`src/rtl/mips_trace_pkg.sv`:
```
// Shared types and constants for the retirement trace stream.
package mips_trace_pkg;

   localparam int unsigned TRACE_SEQ_W = 16;

   localparam logic [31:0] SYSCALL_INSTR = 32'h0000_000C;
   localparam logic [31:0] EXIT_V0       = 32'h0000_000A;

   typedef enum logic [1:0] {
      CLS_R    = 2'd0,
      CLS_I    = 2'd1,
      CLS_J    = 2'd2,
      CLS_NONE = 2'd3
   } trace_class_e;

   typedef struct packed {
      logic [31:0]            pc;
      logic [31:0]            instr;
      trace_class_e           cls;
      logic                   wr_en;
      logic [4:0]             wr_reg;
      logic [31:0]            wr_data;
      logic [TRACE_SEQ_W-1:0] seq;
      logic                   halt;
   } trace_rec_t;

endpackage

```
`src/rtl/trace_fifo.sv`:
```
// Generic synchronous FIFO; head is read combinationally from registered storage.
module trace_fifo #(
   parameter int unsigned WIDTH = 8,
   parameter int unsigned DEPTH = 8
) (
   input  logic             clk,
   input  logic             reset_n,
   input  logic             push,
   input  logic             pop,
   input  logic [WIDTH-1:0] wr_data,
   output logic [WIDTH-1:0] rd_data,
   output logic             full,
   output logic             empty
);

   localparam int unsigned AW = (DEPTH > 1) ? $clog2(DEPTH) : 1;
   localparam int unsigned CW = AW + 1;

   logic [WIDTH-1:0] mem [DEPTH];
   logic [AW-1:0]    wr_ptr;
   logic [AW-1:0]    rd_ptr;
   logic [CW-1:0]    count;

   // Storage is cleared on reset so the head reads as zero until the first push.
   always_ff @(posedge clk) begin
      if (!reset_n) begin
         for (int i = 0; i < int'(DEPTH); i++) mem[i] <= '0;
         wr_ptr <= '0;
         rd_ptr <= '0;
         count  <= '0;
      end else begin
         if (push) begin
            mem[wr_ptr] <= wr_data;
            wr_ptr      <= wr_ptr + AW'(1);
         end
         if (pop) rd_ptr <= rd_ptr + AW'(1);
         count <= count + CW'(push) - CW'(pop);
      end
   end

   assign rd_data = mem[rd_ptr];
   assign full    = (count == CW'(DEPTH));
   assign empty   = (count == '0);

endmodule

```
`src/rtl/commit_trace_tx.sv`:
```
// Retirement trace transmitter: formats one record per retired instruction and streams it out.
// Optional halt detection is enabled by defining TRACE_HALT_DETECT_EN.
module commit_trace_tx
   import mips_trace_pkg::*;
#(
   parameter int unsigned DEPTH = 8,
   parameter int unsigned SEQ_W = 16
) (
   input  logic                          clk,
   input  logic                          reset_n,
   input  logic                          retire_valid,
   input  logic [31:0]                   retire_pc,
   input  logic [31:0]                   retire_instr,
   input  logic [1:0]                    retire_class,
   input  logic                          retire_wr_en,
   input  logic [4:0]                    retire_wr_reg,
   input  logic [31:0]                   retire_wr_data,
   input  logic [31:0]                   retire_v0,
   output logic                          stall_req,
   output logic                          trace_valid,
   input  logic                          trace_ready,
   output logic [$bits(trace_rec_t)-1:0] trace_rec,
   output logic                          overflow
);

   logic             pop;
   logic             active;
   logic             push;
   logic             drop;
   logic             full;
   logic             empty;
   logic             halted;
   logic             halt_hit;
   logic [SEQ_W-1:0] seq_q;
   trace_rec_t       rec_in;

   assign trace_valid = !empty;
   assign stall_req   = full;
   assign pop         = trace_valid && trace_ready;
   assign active      = retire_valid && !halted;
   assign push        = active && (!full || pop);
   assign drop        = active && full && !pop;

   // Record formatting; write-back fields are zeroed for writes to $0 or no write.
   always_comb begin
      rec_in       = '0;
      rec_in.pc    = retire_pc;
      rec_in.instr = retire_instr;
      rec_in.cls   = trace_class_e'(retire_class);
      rec_in.wr_en = retire_wr_en && (retire_wr_reg != 5'd0);
      if (rec_in.wr_en) begin
         rec_in.wr_reg  = retire_wr_reg;
         rec_in.wr_data = retire_wr_data;
      end
      rec_in.seq  = TRACE_SEQ_W'(seq_q);
      rec_in.halt = halt_hit;
   end

   // Sequence advances on every live retire, so drops show up as seq gaps.
   always_ff @(posedge clk) begin
      if (!reset_n) begin
         seq_q    <= '0;
         overflow <= 1'b0;
      end else begin
         if (active) seq_q <= seq_q + SEQ_W'(1);
         if (drop) overflow <= 1'b1;
      end
   end

`ifdef TRACE_HALT_DETECT_EN
   assign halt_hit = (retire_instr == SYSCALL_INSTR) && (retire_v0 == EXIT_V0);

   // Halt latches even when the exit record itself is dropped.
   always_ff @(posedge clk) begin
      if (!reset_n) halted <= 1'b0;
      else if (active && halt_hit) halted <= 1'b1;
   end
`else
   logic unused_v0;
   assign halt_hit  = 1'b0;
   assign halted    = 1'b0;
   assign unused_v0 = ^retire_v0;
`endif

   trace_fifo #(
      .WIDTH ($bits(trace_rec_t)),
      .DEPTH (DEPTH)
   ) u_fifo (
      .clk     (clk),
      .reset_n (reset_n),
      .push    (push),
      .pop     (pop),
      .wr_data (rec_in),
      .rd_data (trace_rec),
      .full    (full),
      .empty   (empty)
   );

endmodule

```
`config.mk`:
```
export PLATFORM = sky130hd
export DESIGN_NAME = commit_trace_tx
export DESIGN_NICKNAME = d
export VERILOG_FILES = /design/src/rtl/mips_trace_pkg.sv /design/src/rtl/trace_fifo.sv /design/src/rtl/commit_trace_tx.sv
export SDC_FILE = /design/constraint.sdc
export NUM_CORES = 1
export LEC_CHECK = 0
export ABC_AREA = 0
export ABC_CLOCK_PERIOD_IN_PS = 16600
export BUFFER_PORTS_ARGS = -buffer_cell sky130_fd_sc_hd__buf_2
export CELL_PAD_IN_SITES_DETAIL_PLACEMENT = 0
export CELL_PAD_IN_SITES_GLOBAL_PLACEMENT = 1
export CORE_MARGIN = 2
export CORE_UTILIZATION = 51
export CTS_BUF_LIST = sky130_fd_sc_hd__clkbuf_16
export DETAILED_ROUTE_END_ITERATION = 6
export HOLD_SLACK_MARGIN = 0.02
export PLACE_DENSITY = 0.89
export SLEW_MARGIN = 30
export SYNTH_ARGS = -nofsm -noshare
export SYNTH_HDL_FRONTEND = slang
export SYNTH_SLANG_ARGS = --single-unit
export TNS_END_PERCENT = 1
```
`constraint.sdc`:
```
create_clock -name clk -period 16.6 [get_ports clk]
set_input_delay 1.66 -clock clk [delete_from_list [all_inputs] [get_ports clk]]
set_output_delay 1.66 -clock clk [all_outputs]
set_load 0.01 [all_outputs]
```
After elaboration in Yosys (flattened, before gate mapping):

Memory sizes are Yosys's and may differ from the RTL's. A register that Yosys moved wholly into a read port is not among the register bits.
Cells that the tools add are included.

* bits in latches: 0
* register bits: 27
* word-level logic and storage cells: 34
* memories kept: 1
* RAM bits: 960
* bits in read-only memories: 0

Memories
* u_fifo.mem: words 8, width 120, rd ports 1, clocked after memory_dff 1, wr ports 8, line trace_fifo.sv:19 `logic [WIDTH-1:0] mem [DEPTH];`

* multiply operators: 0
* equal/unequal tests: 1
* reductions and logical operators: 12
* bitwise operators: 0
* $lt $le $gt $ge: 0
* divide/modulo/power cells: 0
* shifts and indexed selects: 0
* muxes and demuxes: 10
* $add $sub $neg: 5

Operators with widths (count)
* 120-bit 2-to-1 mux: 1
* 120-bit OR reduction: 1
* 37-bit 2-to-1 mux: 1
* 16-bit by 1-bit adder with 16-bit output, second input constant: 1
* 3-bit 2-to-1 mux: 3
* 3-bit by 1-bit adder with 3-bit output, second input constant: 2
* 1-bit logical AND: 5
* 1-bit 2-to-1 mux: 5
* 5-bit nonzero test: 1
* 4-bit by 1-bit adder with 4-bit output: 1
* 4-bit equality test, second input constant: 1
* 4-bit logical NOT: 1
* 4-bit by 1-bit subtractor with 4-bit output: 1
* 1-bit logical NOT: 3
* 1-bit logical OR: 1

Logic depth before layout (Yosys ltp):

Gate-level depths: netlist of run 1.

* depth in word-level cells: 10
* mapped depth: 12
* gate-level depth less buffers: 11

Hierarchy:

Synthesis of run 1 repeated with hierarchy kept, for this count alone.

* cell total of the unflattened synthesis: 2676
* area total of the unflattened synthesis: 44721.6 µm²

By module, submodules not included
* trace_fifo: instances 1, cells an instance 2548, area each 43546.8 µm², seq. area each 29328.1 µm²
* commit_trace_tx: instances 1, cells an instance 128, area each 1174.9 µm², seq. area each 340.3 µm²

Least setup slack after synthesis of run 1:

Ideal clock, no wire load.

* kind: in2reg
* start: in trace_ready
* end: mem u_fifo.mem[0][0] in the netlist's numbering, enable pin
* arrival: 14.396 ns
* path slack: 1.279 ns
* stages: 6
* required time: 15.676 ns
* cells stage by stage: nor2b_1 > buf_2 > o21ai_4 > buf_2 > buf_2 > o41ai_1

RTL lines
* from (decl): line commit_trace_tx.sv:21 `input logic trace_ready,`
* to (decl): line trace_fifo.sv:19

==> results.cfg, run 1 <==
[outcome]
status = complete, no violations

[power]
leakage_nw = 16.7
vdd_drop_max_mv = 0.0870
p_total_w = 0.00657
power.density_mw_per_mm2 = 133

[critical_path]
cp-end-kind = output port
start_kind = register
crit_type = register to output port
required_ps = 14940
rrSetupSlack_ps = 12590
reg2reg_to = u_fifo.mem[2][103]$_SDFFCE_PN0P_
cp_max_fo = 49
r2r_start = u_fifo.count[2]$_SDFF_PN0_
crit_arrival_ps = 4650
rr_worst_depth = 9

[placed_design]
hpwl_um = 55200
gp_congestion = 0.726
io_buffer_count = 230

[logic_synthesis]
async_flop_share_pct = 0
yosys_warnings = 0
yosysTopAreaCell = edfxtp_1
avgSynthCellArea_sq_um = 14.8
synth_top_area_share_pct = 65.5
syn_area_sq_mm = 0.0440
synthCells = 2982
synth.yosys.seq_area_share_pct = 66.9
synth.distinct_cells = 44
synth_seq_cells = 990
syn_nets = 3132
synth.area.top_cells = edfxtp_1, mux4_2, nor2_1, mux2_2, nor4_1
synth_edf_count = 960
synth_flop_cell = edfxtp_1

[sta]
hold_violations = 0
finalSetupViolCount = 0
post-route-period-util_pct = 38.0
rsz0062_at_grt = no
period_needed_ps = 6310
drv_slew = 0
slew-limit-headroom_pct = 34.6
fin_tns_setup_ps = 0
fmax_ghz = 0.159
tightest_slew_ps = 981
finClkSkew_ps = 28.3

[cts]
clkLatencyLatePin_ps = 670
cts_hold_buf = 0
clkSinkCount = 990
numCtsBuffers = 103
cts_buffer_depth = 3
post_cts_resized = 0
htree_levels = 3
postCtsSetupRepairBufs = 0
path_clk_slew_ps = 60
cts_tree = yes
clock-root-buffer = clkbuf_16

[cells_and_area]
finalNetCount = 3255
mostFrequentLayoutCells = edfxtp_1, nor2_1, mux4_2
multiInputGateArea_sq_mm = 0.0134
num-fill-cells = 6427
final_common_cell = edfxtp_1
seq_area_sq_mm = 0.0294
drive_gt1_share_pct = 25.8
areaGrowthSynthToFinish_pct = 12.6

[global_route]
grt_pass1_wl_um = 163000
grt_overflow = 0
grt_max_degree = 269
grt_antenna_before_repair = 9
grt_usage_pct = 24.2
grt_pass1_vias = 27617

[route]
drt-total-wl_um = 107000
firstDrtPassIters = 5
wire_per_inst_um = 24.6
ant_nets = 0
drtIter0Drc = 2507
dr_total_vias = 26249
viasPerCell = 6.05
drc_errors = 0

[die]
start_util_pct = 51.6
die_y_um = 298
core.rowCount = 107
dieArea_sq_mm = 0.0886
io_pins = 264
die_w_um = 298
core_area_sq_mm = 0.0853

[hold_path]
min_path_type = register to register
worstHoldEndpoint = overflow$_SDFFE_PN0P_
worstHoldStart = overflow$_SDFFE_PN0P_
min_delay_path_depth = 1

[run]
drv_cap = 0
==> worst max-delay path: stages, from the launching register on <==
cell	delay, ps
dfxtp_4	790
buf_6	650
buf_4	680
buf_4	520
buf_16	300
mux4_2	540
mux2_2	300
buf_2	150
==> metal layers <==
layer	routed length, um	up-vias	GRT usage, %
li1	-	11579	-
met1	40800	13414	31.1
met2	55700	1105	42.5
met3	8130	147	4.22
met4	2150	4	6.34
met5	25	-	0
==> Yosys cell counts, drive strengths merged, types with 3 or more instances <==
cell type	n
edfxtp	960
nor2	706
mux4	240
nor4	196
nand2	175
buf	157
mux2	120
clkbuf	112
nand2b	90
nor4b	64
dfxtp	30
inv	16
a21oi	12
nand3	12
mux2i	10
o21ai	10
ha	9
nor3	8
o31ai	8
nand4	7
nor2b	5
or4	5
or3	4
xor2	4
and2	3
o2111ai	3
o211ai	3
==> area by class of cell <==
| class | count | share of cell area, % |
|---|---|---|
| multi-input combinational | 1706 | 27.1 |
| antenna | 5 | 0.0253 |
| sequential | 990 | 59.5 |
| clock buffer | 103 | 5.21 |
| timing repair buffer | 287 | 3.56 |
| inverter | 17 | 0.129 |
| tap | 1144 | 2.89 |
| clock inverter | 89 | 1.60 |
==> how the worst max path moves through the flow <==
stage                                          end  slack (ps)  cells past startpoint
global route                         trace_rec[69]        9830                      7
finish                               trace_rec[69]       10290                      7
floorplan           u_fifo.mem[0][0]$_SDFFCE_PN0P_        1280                      6
detailed placement                   trace_rec[69]       10720                      7
global placement                     trace_rec[69]       10300                      6
CTS                                  trace_rec[69]       10000                      7
==> metrics by stage <==
step	hold slack (ps)	setup slack, ps	std cells	cell area, sq um	utilization (%)
after floorplan	456	1280	2982	44000	-
after global placement	449	10300	4137	45900	53.9
after detailed placement	483	10720	4141	46000	54.0
after CTS	494	10000	4333	49400	57.9
after global routing	508	9830	4340	49500	58.1
final	491	10290	4341	49500	58.1
==> sequential cells by signal, summed over array words and instances (netlist names), named ones only <==
register and count:
u_fifo.mem 960, seq_q 16, u_fifo.count 4, u_fifo.rd_ptr 3, u_fifo.wr_ptr 3, overflow 1
==> kinds of logic (layout without fill, tap and decap cells) <==
kind of cell | count (synthesis) | after routing | share of synthesized area, %
AND/OR/NAND/NOR | 1279 | 1279 | 13.5
flip-flops | 990 | 990 | 66.9
multiplexers | 370 | 370 | 15.6
buffers and inverters | 286 | 496 | 2.92
AO/OA/AOI/OAI | 41 | 41 | 0.657
adder cells (fa/ha/maj) | 10 | 10 | 0.302
XOR/XNOR | 5 | 5 | 0.0996
other | 1 | 6 | 0.00853
==> power breakdown <==
part,internal (W),switching [W]
Clock,0.00131,0.000967
Combinational,0.000549,0.000731
Sequential,0.00294,0.0000782
Note: power is estimated with default switching activity, not from simulation.
==> inputs of run 2 (changes only) <==
--- a/config.mk
+++ b/config.mk
@@ -6,16 +6,16 @@
 export NUM_CORES = 1
 export LEC_CHECK = 0
 export ABC_AREA = 0
-export ABC_CLOCK_PERIOD_IN_PS = 16600
+export ABC_CLOCK_PERIOD_IN_PS = 5800
 export BUFFER_PORTS_ARGS = -buffer_cell sky130_fd_sc_hd__buf_2
 export CELL_PAD_IN_SITES_DETAIL_PLACEMENT = 0
 export CELL_PAD_IN_SITES_GLOBAL_PLACEMENT = 1
 export CORE_MARGIN = 2
-export CORE_UTILIZATION = 51
+export CORE_UTILIZATION = 46
 export CTS_BUF_LIST = sky130_fd_sc_hd__clkbuf_16
 export DETAILED_ROUTE_END_ITERATION = 6
 export HOLD_SLACK_MARGIN = 0.02
-export PLACE_DENSITY = 0.89
+export PLACE_DENSITY = 0.85
 export SLEW_MARGIN = 30
 export SYNTH_ARGS = -nofsm -noshare
 export SYNTH_HDL_FRONTEND = slang
==> constraint.sdc (replaced) <==
create_clock -name clk -period 5.8 [get_ports clk]
set_input_delay 0.58 -clock clk [delete_from_list [all_inputs] [get_ports clk]]
set_output_delay 0.58 -clock clk [all_outputs]
set_load 0.01 [all_outputs]
==> run 2 against run 1 <==
Net effect: combinational power grew to 2.9 times the previous value; sequential cell count stayed put; total power grew to 2.8 times the previous value; clock skew is 1.7 ps higher; highest routed layer unchanged.
==> results.cfg, run 2 (same netlist as run 1, synthesis figures left out) <==
[cts]
clock-root-buffer = clkbuf_16
path_clk_slew_ps = 60
postCtsSetupRepairBufs = 0
clkSinkCount = 990
htree_levels = 3
cts_tree = yes
cts_buffer_depth = 3
post_cts_resized = 0
clkLatencyLatePin_ps = 690
numCtsBuffers = 102
cts_hold_buf = 0

[critical_path]
start_kind = register
crit_type = register to output port
cp-end-kind = output port
required_ps = 5220
crit_arrival_ps = 3020
cp_max_fo = 50

[placed_design]
hpwl_um = 55100
dpl.cell_count = 4268
io_buffer_count = 230
gp_congestion = 0.720
dp_slack_ps = 2070
placed_area_sq_mm = 0.0465

[sta]
fmax_ghz = 0.278
period_needed_ps = 3600
fin_ws_ps = 2200
tightest_slew_ps = 998
rsz0062_at_grt = no
finClkSkew_ps = 30.0
drv_slew = 0
slew-limit-headroom_pct = 33.5
hold_violations = 0
post-route-period-util_pct = 62.0
finalSetupViolCount = 0

[cells_and_area]
fin_area_sq_mm = 0.0498
reg_top3 = u_fifo.mem (960), seq_q (16), u_fifo.count (4)
regMostFlops = u_fifo.mem
final_util_pct = 52.5
drive_gt1_share_pct = 25.8
finalNetCount = 3259
areaGrowthSynthToFinish_pct = 13.2
mostFrequentLayoutCells = edfxtp_1, nor2_1, mux4_2
final_cells = 4461
largest_reg_flops = 960
final_common_cell = edfxtp_1

[hold_path]
min_path_type = input port to register

[route]
drtIter0Drc = 2780
firstDrtPassIters = 5
dr_total_vias = 25931
drt-total-wl_um = 107000
wire_per_inst_um = 24.0
drc_errors = 0
viasPerCell = 5.81
ant_nets = 0

[die]
core_area_sq_mm = 0.0949
io_pins = 264
dieArea_sq_mm = 0.0981
core.rowCount = 113
die_y_um = 313
die_w_um = 313
start_util_pct = 46.4

[global_route]
grt_pass1_vias = 26881
grt_antenna_before_repair = 6
grt_usage_pct = 21.7
grt_pass1_wl_um = 161000
grt_overflow = 0
grt_max_degree = 179

[outcome]
status = complete, no violations

[power]
power.density_mw_per_mm2 = 375
leakage_nw = 16.8
vdd_drop_max_mv = 0.227

[run]
drv_cap = 0
## run 2: layout make-up
type,instances,area (sq um)
Tap cell,1265,1580
Clock buffer,102,2550
Multi-Input combinational cell,1706,13400
Inverter,17,63.8
Timing Repair Buffer,292,1980
Fill cell,7706,45100
Clock inverter,87,703
Antenna cell,2,5.00
Sequential cell,990,29400
## run 2: critical path: stages (launching register included)
cell     delay [ps]
dfxtp_4        1000
buf_4           710
mux2_2          430
buf_2           150
## run 2: worst paths after layout
path / start / to / slack, ps / cells after the start
max: register / trace_rec[60] / 2200 / 3
max reg2reg: u_fifo.count[2]$_SDFF_PN0_ / u_fifo.mem[1][98]$_SDFFCE_PN0P_ / 2340 / 7
min reg2reg: u_fifo.rd_ptr[2]$_SDFFE_PN0P_ / register / 480 / 2
min: trace_ready / register / 230 / 3
## run 2: power by group
part | switching, W | internal (W)
registers | 0.000199 | 0.00840
clock network | 0.00278 | 0.00357
logic | 0.00212 | 0.00162
## run 2: metal layers
metal  up-vias  GRT usage (%)  share of wire [%]
met2       934           38.3                 52
met3       166           2.77                6.4
met1     13228           28.3                 39
li1      11599              -                  -
met4         4           6.30                2.1
met5         -              0              0.025
## run 2: through the flow
stage / hold slack [ps] / TNS (ps) / total power, W
2_1_floorplan: 456 / -1046610 / 0.0113
3_3_place_gp: 453 / 0 / 0.0125
3_5_place_dp: 465 / 0 / 0.0125
4_1_cts: 180 / 0 / 0.0189
5_1_grt: 225 / 0 / 0.0194
6_report: 225 / 0 / 0.0187
==> inputs of run 3 (changes only) <==
--- a/config.mk
+++ b/config.mk
@@ -6,16 +6,16 @@
 export NUM_CORES = 1
 export LEC_CHECK = 0
 export ABC_AREA = 0
-export ABC_CLOCK_PERIOD_IN_PS = 5800
+export ABC_CLOCK_PERIOD_IN_PS = 3690
 export BUFFER_PORTS_ARGS = -buffer_cell sky130_fd_sc_hd__buf_2
 export CELL_PAD_IN_SITES_DETAIL_PLACEMENT = 0
 export CELL_PAD_IN_SITES_GLOBAL_PLACEMENT = 1
 export CORE_MARGIN = 2
-export CORE_UTILIZATION = 46
+export CORE_UTILIZATION = 51
 export CTS_BUF_LIST = sky130_fd_sc_hd__clkbuf_16
 export DETAILED_ROUTE_END_ITERATION = 6
 export HOLD_SLACK_MARGIN = 0.02
-export PLACE_DENSITY = 0.85
+export PLACE_DENSITY = 0.89
 export SLEW_MARGIN = 30
 export SYNTH_ARGS = -nofsm -noshare
 export SYNTH_HDL_FRONTEND = slang
==> constraint.sdc (replaced) <==
create_clock -name clk -period 3.69 [get_ports clk]
set_input_delay 0.369 -clock clk [delete_from_list [all_inputs] [get_ports clk]]
set_output_delay 0.369 -clock clk [all_outputs]
set_load 0.01 [all_outputs]
==> run 3 against run 2 <==
Net effect: sequential power increased by 57%; total power increased by 58%; combinational power increased by 58%; largest power group unchanged; highest routed layer unchanged; sequential cell count stayed put; hold slack got worse by 140 ps; register-to-register slack lost 1700 ps; setup slack got worse by 1700 ps; routed wire length shrank 1.1%; critical path depth up 1; final cell count decreased by 2.7%; utilization increased by 5.8 points.
==> results.cfg, run 3 (same netlist as run 1, synthesis figures left out) <==
[placed_design]
dp_slack_ps = 655
io_buffer_count = 230
hpwl_um = 54700
gp_congestion = 0.745
placed_area_sq_mm = 0.0464

[cts]
clock-root-buffer = clkbuf_16
clkSinkCount = 990
numCtsBuffers = 102
clkLatencyLatePin_ps = 670
htree_levels = 3
cts_tree = yes
postCtsSetupRepairBufs = 0
post_cts_resized = 0
path_clk_slew_ps = 60
cts_buffer_depth = 3

[cells_and_area]
areaGrowthSynthToFinish_pct = 13.0
final_common_cell = edfxtp_1
regMostFlops = u_fifo.mem
final_util_pct = 58.3
mostFrequentLayoutCells = edfxtp_1, nor2_1, mux4_2
num-fill-cells = 6450
largest_reg_flops = 960
reg_top3 = u_fifo.mem (960), seq_q (16), u_fifo.count (4)
drive_gt1_share_pct = 25.9
fin_area_sq_mm = 0.0497
finalNetCount = 3252

[global_route]
grt_use_met1_pct = 31.5
grt_antenna_before_repair = 6
use_met3_pct = 3.32
grt_usage_pct = 24.1
grt_overflow = 0
grt_pass1_wl_um = 163000
grt_max_degree = 169
grt-busiest-layer = met2
grt_pass1_vias = 27751
use_met2_pct = 42.0

[sta]
period_needed_ps = 3210
drv_slew = 0
slew-limit-headroom_pct = 41.2
finalSetupViolCount = 0
rsz0062_at_grt = no
post-route-period-util_pct = 87.1
finClkSkew_ps = 21.7
whs_ps = 80.3
tightest_slew_ps = 879
fmax_ghz = 0.311
hold_violations = 0
fin_ws_ps = 476

[die]
core_area_sq_mm = 0.0853
core.rowCount = 107
start_util_pct = 51.6
io_pins = 264
dieArea_sq_mm = 0.0886
die_w_um = 298
die_y_um = 298

[critical_path]
required_ps = 3320
start_kind = register
crit_type = register to output port
crit_arrival_ps = 2840
rrSetupSlack_ps = 630
cp_max_fo = 50
cp-end-kind = output port

[power]
power.density_mw_per_mm2 = 593
leakage_nw = 16.8
vdd_drop_max_mv = 0.459

[run]
drv_cap = 0

[route]
ant_nets = 0
firstDrtPassIters = 5
wire_per_inst_um = 24.4
drtIter0Drc = 2590
dr_total_vias = 26490
drt-total-wl_um = 106000
drc_errors = 0
viasPerCell = 6.10

[outcome]
status = complete, no violations

[hold_path]
min_path_type = input port to register
run 3: changes by cell type in the layout (fill, tap and decap cells not counted), moves of 3 or more:
cell,before,now
buf_16,5,0
diode_2,2,5
clkinv_1,26,23
buf_12,20,34
inv_6,1,4
buf_4,34,20
run 3: final cells by class:
class | count | area, sq um | share of cell area [%]
Inverter | 17 | 63.8 | 0.128
Tap cell | 1144 | 1430 | 2.88
Antenna cell | 5 | 12.5 | 0.0252
Clock inverter | 90 | 721 | 1.45
Multi-Input combinational cell | 1706 | 13400 | 27.1
Timing Repair Buffer | 285 | 1990 | 4.01
Sequential cell | 990 | 29400 | 59.3
Clock buffer | 103 | 2580 | 5.19
run 3: timing repair:
| action | 4_1_cts | 5_1_grt |
|---|---|---|
| hold buffers | 1 | 0 |
| hold endpoints to repair | 2 | 0 |
| setup endpoints to repair | 0 | 0 |
run 3: critical path: stages (launching register included):
cell     delay [ps]
dfxtp_4         680
buf_12          430
mux4_2          560
mux2_2          310
buf_2           150
run 3: through the flow:
stage | total power [W] | TNS, ps | instances
6_report | 0.0295 | 0 | 4340
3_5_place_dp | 0.0197 | 0 | 4141
4_1_cts | 0.0297 | 0 | 4335
2_1_floorplan | 0.0178 | -1085430 | 2982
5_1_grt | 0.0306 | 0 | 4339
3_3_place_gp | 0.0196 | 0 | 4141
run 3: path summary, 6_finish.rpt:
path,start,end,cells past startpoint
setup / recovery,register,trace_rec[82],4
hold / removal,retire_instr[11],u_fifo.mem[1][67]$_SDFFCE_PN0P_,3
setup reg to reg,u_fifo.count[2]$_SDFF_PN0_,u_fifo.mem[3][24]$_SDFFCE_PN0P_,6
hold reg to reg,overflow$_SDFFE_PN0P_,overflow$_SDFFE_PN0P_,1
run 3: per-layer routing:
metal	part of all wire (%)	vias up	wire [um]
met1	39	13558	41200
met3	7.5	172	7910
met4	2.3	2	2410
met5	0.0085	-	9
li1	-	11590	-
met2	51	1168	54300
run 3: where the power goes:
part / leakage (nW) / total, W / switching (W) / internal, W
Sequential: 10.2 / 0.0135 / 0.000302 / 0.0132
Combinational: 4.93 / 0.00591 / 0.00335 / 0.00256
Clock: 1.69 / 0.0101 / 0.00435 / 0.00573
Total: 16.8 / 0.0295 / 0.00800 / 0.0215
